===== config.mk =====
export PLATFORM = sky130hd
export DESIGN_NAME = ste_dma_snd_ctrl
export DESIGN_NICKNAME = d
export VERILOG_FILES = /design/src/rtl/ste_dma_snd_ctrl.sv
export SDC_FILE = /design/constraint.sdc
export NUM_CORES = 1
export LEC_CHECK = 0
export BUFFER_PORTS_ARGS = -buffer_cell sky130_fd_sc_hd__buf_2
export CAP_MARGIN = 20
export CORE_MARGIN = 2
export CORE_UTILIZATION = 58
export CTS_CLUSTER_DIAMETER = 100
export DETAILED_ROUTE_END_ITERATION = 10
export HOLD_SLACK_MARGIN = 0.03
export PLACE_DENSITY = 0.8
export SETUP_SLACK_MARGIN = 0.2
export SKIP_CTS_REPAIR_TIMING = 1
export SLEW_MARGIN = 25
export SYNTH_ARGS = -nofsm -noshare
export SYNTH_HDL_FRONTEND = slang
export SYNTH_SLANG_ARGS = --single-unit

===== constraint.sdc =====
create_clock -name clk32 -period 3.6 [get_ports clk32]
set_input_delay 1.08 -clock clk32 [delete_from_list [all_inputs] [get_ports clk32]]
set_output_delay 1.08 -clock clk32 [all_outputs]
set_load 0.005 [all_outputs]

===== src/rtl/ste_dma_snd_ctrl.sv =====
// STE DMA sound frame controller: CPU register file at $FF8900-$FF8913 plus the
// fetch/load sequencer that feeds the shifter's audio FIFO from RAM.
module ste_dma_snd_ctrl #(
    parameter int AW = 23
) (
    input  logic          clk32,
    input  logic          resb,
    input  logic          CS,
    input  logic          RW,
    input  logic [3:0]    A,
    input  logic [15:0]   DIN,
    output logic [15:0]   DOUT,
    input  logic          SREQ,
    output logic          SLOAD_N,
    output logic          mem_req,
    input  logic          mem_ack,
    output logic [AW-1:0] snd_addr,
    output logic          snd_active,
    output logic          snd_int
);

    typedef enum logic [2:0] {S_IDLE, S_CHK, S_REQ, S_LOAD, S_END} state_t;

    state_t        state;
    state_t        state_nx;
    logic          play;
    logic          loop;
    logic [22:0]   start_w;
    logic [22:0]   end_w;
    logic [AW-1:0] cnt;
    logic [AW-1:0] fend;
    logic          discard;
    logic          wr;
    logic          load_frame;
    logic          cnt_inc;
    logic          play_clr;
    logic          discard_set;
    logic [22:0]   cnt_w;
    logic [7:0]    rd_byte;
    logic          unused_din;

    assign wr         = CS & ~RW;
    assign unused_din = ^DIN[15:8];
    assign cnt_w      = 23'(cnt);

    // Shadow frame bounds are word addresses; the lo byte carries bits 7:1 of the byte address.
    always_ff @(posedge clk32 or negedge resb) begin
        if (!resb) begin
            play    <= 1'b0;
            loop    <= 1'b0;
            start_w <= '0;
            end_w   <= '0;
        end else begin
            if (play_clr)
                play <= 1'b0;
            if (wr) begin
                case (A)
                    4'd0: begin
                        play <= DIN[0];
                        loop <= DIN[1];
                    end
                    4'd1: start_w[22:15] <= DIN[7:0];
                    4'd2: start_w[14:7]  <= DIN[7:0];
                    4'd3: start_w[6:0]   <= DIN[7:1];
                    4'd7: end_w[22:15]   <= DIN[7:0];
                    4'd8: end_w[14:7]    <= DIN[7:0];
                    4'd9: end_w[6:0]     <= DIN[7:1];
                    default: ;
                endcase
            end
        end
    end

    always_ff @(posedge clk32 or negedge resb) begin
        if (!resb) begin
            state   <= S_IDLE;
            cnt     <= '0;
            fend    <= '0;
            discard <= 1'b0;
        end else begin
            state <= state_nx;
            if (load_frame) begin
                cnt  <= AW'(start_w);
                fend <= AW'(end_w);
            end else if (cnt_inc) begin
                cnt <= cnt + AW'(1);
            end
            if (discard_set)
                discard <= 1'b1;
            else if (state == S_LOAD)
                discard <= 1'b0;
        end
    end

    // A bus cycle, once requested, always completes; a stop during it only drops the word.
    always_comb begin
        state_nx    = state;
        load_frame  = 1'b0;
        cnt_inc     = 1'b0;
        play_clr    = 1'b0;
        discard_set = 1'b0;
        case (state)
            S_IDLE: begin
                if (play) begin
                    load_frame = 1'b1;
                    state_nx   = S_CHK;
                end
            end
            S_CHK: begin
                if (!play)
                    state_nx = S_IDLE;
                else if (cnt == fend)
                    state_nx = S_END;
                else if (SREQ)
                    state_nx = S_REQ;
            end
            S_REQ: begin
                if (!play)
                    discard_set = 1'b1;
                if (mem_ack)
                    state_nx = S_LOAD;
            end
            S_LOAD: begin
                if (discard) begin
                    state_nx = S_IDLE;
                end else begin
                    cnt_inc  = 1'b1;
                    state_nx = S_CHK;
                end
            end
            S_END: begin
                if (!play) begin
                    state_nx = S_IDLE;
                end else if (loop) begin
                    load_frame = 1'b1;
                    state_nx   = S_CHK;
                end else begin
                    play_clr = 1'b1;
                    state_nx = S_IDLE;
                end
            end
            default: state_nx = S_IDLE;
        endcase
    end

    assign mem_req    = (state == S_REQ);
    assign SLOAD_N    = ~((state == S_LOAD) && !discard);
    assign snd_int    = (state == S_END) && play;
    assign snd_active = (state != S_IDLE);
    assign snd_addr   = cnt;

    always_comb begin
        rd_byte = 8'h00;
        case (A)
            4'd0: rd_byte = {6'b0, loop, play};
            4'd1: rd_byte = start_w[22:15];
            4'd2: rd_byte = start_w[14:7];
            4'd3: rd_byte = {start_w[6:0], 1'b0};
            4'd4: rd_byte = cnt_w[22:15];
            4'd5: rd_byte = cnt_w[14:7];
            4'd6: rd_byte = {cnt_w[6:0], 1'b0};
            4'd7: rd_byte = end_w[22:15];
            4'd8: rd_byte = end_w[14:7];
            4'd9: rd_byte = {end_w[6:0], 1'b0};
            default: rd_byte = 8'h00;
        endcase
    end

    assign DOUT = (CS && RW) ? {8'h00, rd_byte} : 16'h0000;

endmodule


==> results list <==
- Result of the run: completed
* Insertion delay to the later sink of the worst-skew pair: between 0.3 and 0.4 ns
- After detailed routing, the number of remaining DRC violations is 0.
- The die covers 0.01014 sq mm.
- Across every metal layer, demand over resource in global routing totals 32.48%.
- Clock skew on the completed layout was measured at about 0.013 ns.
- Clock tree sinks: 98
* Sum of routed wire length over all layers: roughly 16,000 um
* Hold violation total from the final report: 0
- Worst min-delay path class: flop to flop
- RSZ-0062 raised after global routing: yes
- Initial Utilization: 59.25%
- 69 I/O pins were placed.
- Critical path start-end classification: input port to output port
- Crit Reg-Reg Startpoint: state[0]
- The pre-antenna-repair detailed-routing pass consisted of 5 iterations.
* Final total negative setup slack: 0 ns
* HPWL after detailed placement: 11,230 um
- Post-route insts no fill: 711
* Share of flip-flops with an asynchronous set or reset: 100.0%
* Clock root buffer: clkbuf_8
* DP Worst Slack: 0.02492 ns
* Final cycle utilization of the critical path: ~96%
- Y dimension of the die: about 100 um
- Antenna Violating Nets Remaining: 0
* Maxcap violations: 0
- Critical Path Sink Type: output port
- Synth Warn #: 0
* RePlAce Congestion: roughly 0.97
- The worst pin sits at a relative slew slack of 35.36%.
* Final Critical Period: 3.454 ns
- Dividing total power by cell area gives a power density of 633.6 mW/mm^2.
- Clock transition at path regs: 0.09 ns
* Synthesis-to-finish area growth: 14.26%
* Leakage dissipation: 0.002774 uW
- Setup violations remaining at the end of the flow were counted as 0.
- For this run the aggregate overflow at the end of global routing stands at 0.
* Cell variety after synth: 62
- In this run the most critical hold path is launched from end_w[5].
- For this block, the initial DRC count from the detailed router was 431.
* Number of nets in the final layout: 622
* Flops & latches, synth: 98
- The worst setup path is launched from an input port.
* Upper clock frequency limit: about 290 MHz
- CTS H-Tree Depth: 3
* Actual transition at the worst max-transition pin: between 0.9 and 1 ns
- Number of core rows: 35
- Largest fanout on the critical path: 12
- In this run the mean area of a mapped cell was 9.968 sq um.
- The initial antenna violation count is 0.
* Worst IR Drop VDD: 0.2631 mV
- Via-per-instance ratio: 6.781
- The die is 100.7 um wide.
- The number of pins exceeding their max-slew limit in the final report is 0.
- The repair_antennas step left the layout with diodes totalling 0.
* Clock buffer count from CTS: 9
* Share of the yosys chip area belonging to registers: 45.22%
- Data arrives at the worst endpoint at 2.37 ns.
- Largest net degree at the start of global routing: 56
- Number of placed cells counting well taps: 692
- After layout, the worst setup slack is 0.1463 ns.
- Synthesis handed over a netlist of between 500 and 600 instances.
* Area of the mapped netlist: 0.005423 sq mm
- Standard cell core area: around 0.0092 sq mm
- Worst setup path startpoint: A[1]
* Vias in the first global route: 4,502
* Buffer depth of the longest clock path: 2
- Number of synthesized flops with an enable pin: 0
* IO buf count: 52
- Detailed-route wire length per cell: ~23 um
* First-pass GRT wire length: 24,690 um
- Share of final-layout standard cells stronger than drive strength 1: roughly 28%
- CTS tree: yes
- Number of vias after detailed routing: 4,821
- Data on the critical path is required at its endpoint by 2.52 ns.
- The completed layout was analyzed and its total power is roughly 4000 uW.
- In the synthesized netlist the dominant register cell turns out to be dfrtp_1.
==> Yosys cell counts (3+ instances only) <==
cell type	instances	area (sq um)
xor2_1	6	52.55
nor2b_1	10	62.56
and3_1	3	18.77
or4_1	8	60.06
o31a_1	4	35.03
and4_1	5	43.79
nand3_1	18	90.09
inv_1	6	22.52
o211ai_1	8	60.06
nand2_1	102	382.9
nor3_1	9	45.04
or2_2	3	18.77
o21ai_0	10	50.05
clkbuf_1	16	60.06
nand2b_1	6	37.54
clkbuf_2	3	15.01
buf_4	10	75.07
nand4_1	15	93.84
xnor2_1	23	201.4
or3_1	7	43.79
a22o_1	5	43.79
a21oi_1	7	35.03
o311ai_0	9	78.83
buf_2	10	50.05
dfrtp_1	98	2452
nor2_1	12	45.04
mux2_2	55	619.3
a32oi_1	7	61.31
a22oi_1	16	120.1
mux2i_1	8	80.08
and2_1	4	25.02
o2bb2ai_1	3	26.28
o22a_1	3	26.28
==> per-layer routing <==
metal / global-route usage [%] / wire length (um)
met2: 48.05 / 7098
met1: 45.35 / 6581
met3: 6.657 / 1645
met4: 16.65 / 899
met5: 0 / 0
==> placed cells by master, fill, tap and decap left out, types with 5 or more instances in the layout <==
cell type  instances
a22o_1             5
a22oi_1           15
a32oi_1            7
and4_1             5
buf_2             47
buf_4             19
clkbuf_8           9
conb_1             8
dfrtp_1           98
inv_1              6
mux2_2            55
mux2i_1            8
nand2_1          102
nand2b_1           6
nand3_1           18
nand4_1           15
nor2_1             9
nor2b_1           10
nor3_1             8
o211ai_1           8
o21ai_0           10
o311ai_0           9
or3_1              6
or4_1              8
xnor2_1           23
xor2_1             6
==> logic make-up after synthesis <==
group                    count (synthesis)  share of synthesized area (%)
other                                    1                        0.06915
XOR/XNOR                                29                          4.684
adder cells (fa/ha/maj)                  1                         0.2307
buffers and inverters                   49                          4.522
flip-flops                              98                          45.22
AO/OA/AOI/OAI                           88                          12.34
AND/OR/NAND/NOR                        215                          20.03
multiplexers                            63                          12.90
==> sequential cells by signal, indices dropped and copies added, names as in the netlist <==
| register | count |
|---|---|
| discard | 1 |
| state | 3 |
| loop | 1 |
| end_w | 23 |
| snd_addr | 23 |
| play | 1 |
| start_w | 23 |
| fend | 23 |
==> critical path: stages <==
cell,delay (ns)
buf_6,0.13
nor2b_1,0.29
buf_4,0.20
o2bb2ai_1,0.17
a22oi_1,0.17
a21oi_2,0.19
buf_2,0.13
==> cell type report <==
type | instances | area [sq um]
multi-input cells | 404 | 2819
flip-flops and latches | 98 | 2452
repair buffers | 75 | 541.8
fillers | 716 | 2957
clock inverters | 6 | 90.09
inverters | 7 | 26.28
well taps | 111 | 138.9
clock buffers | 10 | 127.6
==> report_power, final <==
group          internal [uW]  switching, uW
registers               1410            519
logic                    584            620
clock network            394            400
total                   2390           1540
==> path summary, 6_finish.rpt <==
kind	end	slack (ns)	cells past startpoint
min in group asynchronous	state[1]	0.69	1
max in group asynchronous	end_w[6]	2.19	2
setup reg to reg	snd_addr[22]	1.19	5
hold / removal	fend[5]	0.50	2
hold reg to reg	fend[5]	0.50	2
setup / recovery	DOUT[4]	0.15	7
==> metrics by stage <==
stage               hold WS [ns]  utilization (%)  instance area, sq um
floorplan                 0.4513                -                  5449
global placement          0.4690            63.64                  5824
detailed placement        0.4806            63.65                  5826
CTS                       0.5048            66.03                  6043
global route              0.5227            67.70                  6196
finish                    0.4993            67.70                  6196
Note: power is estimated with default switching activity, not from simulation.
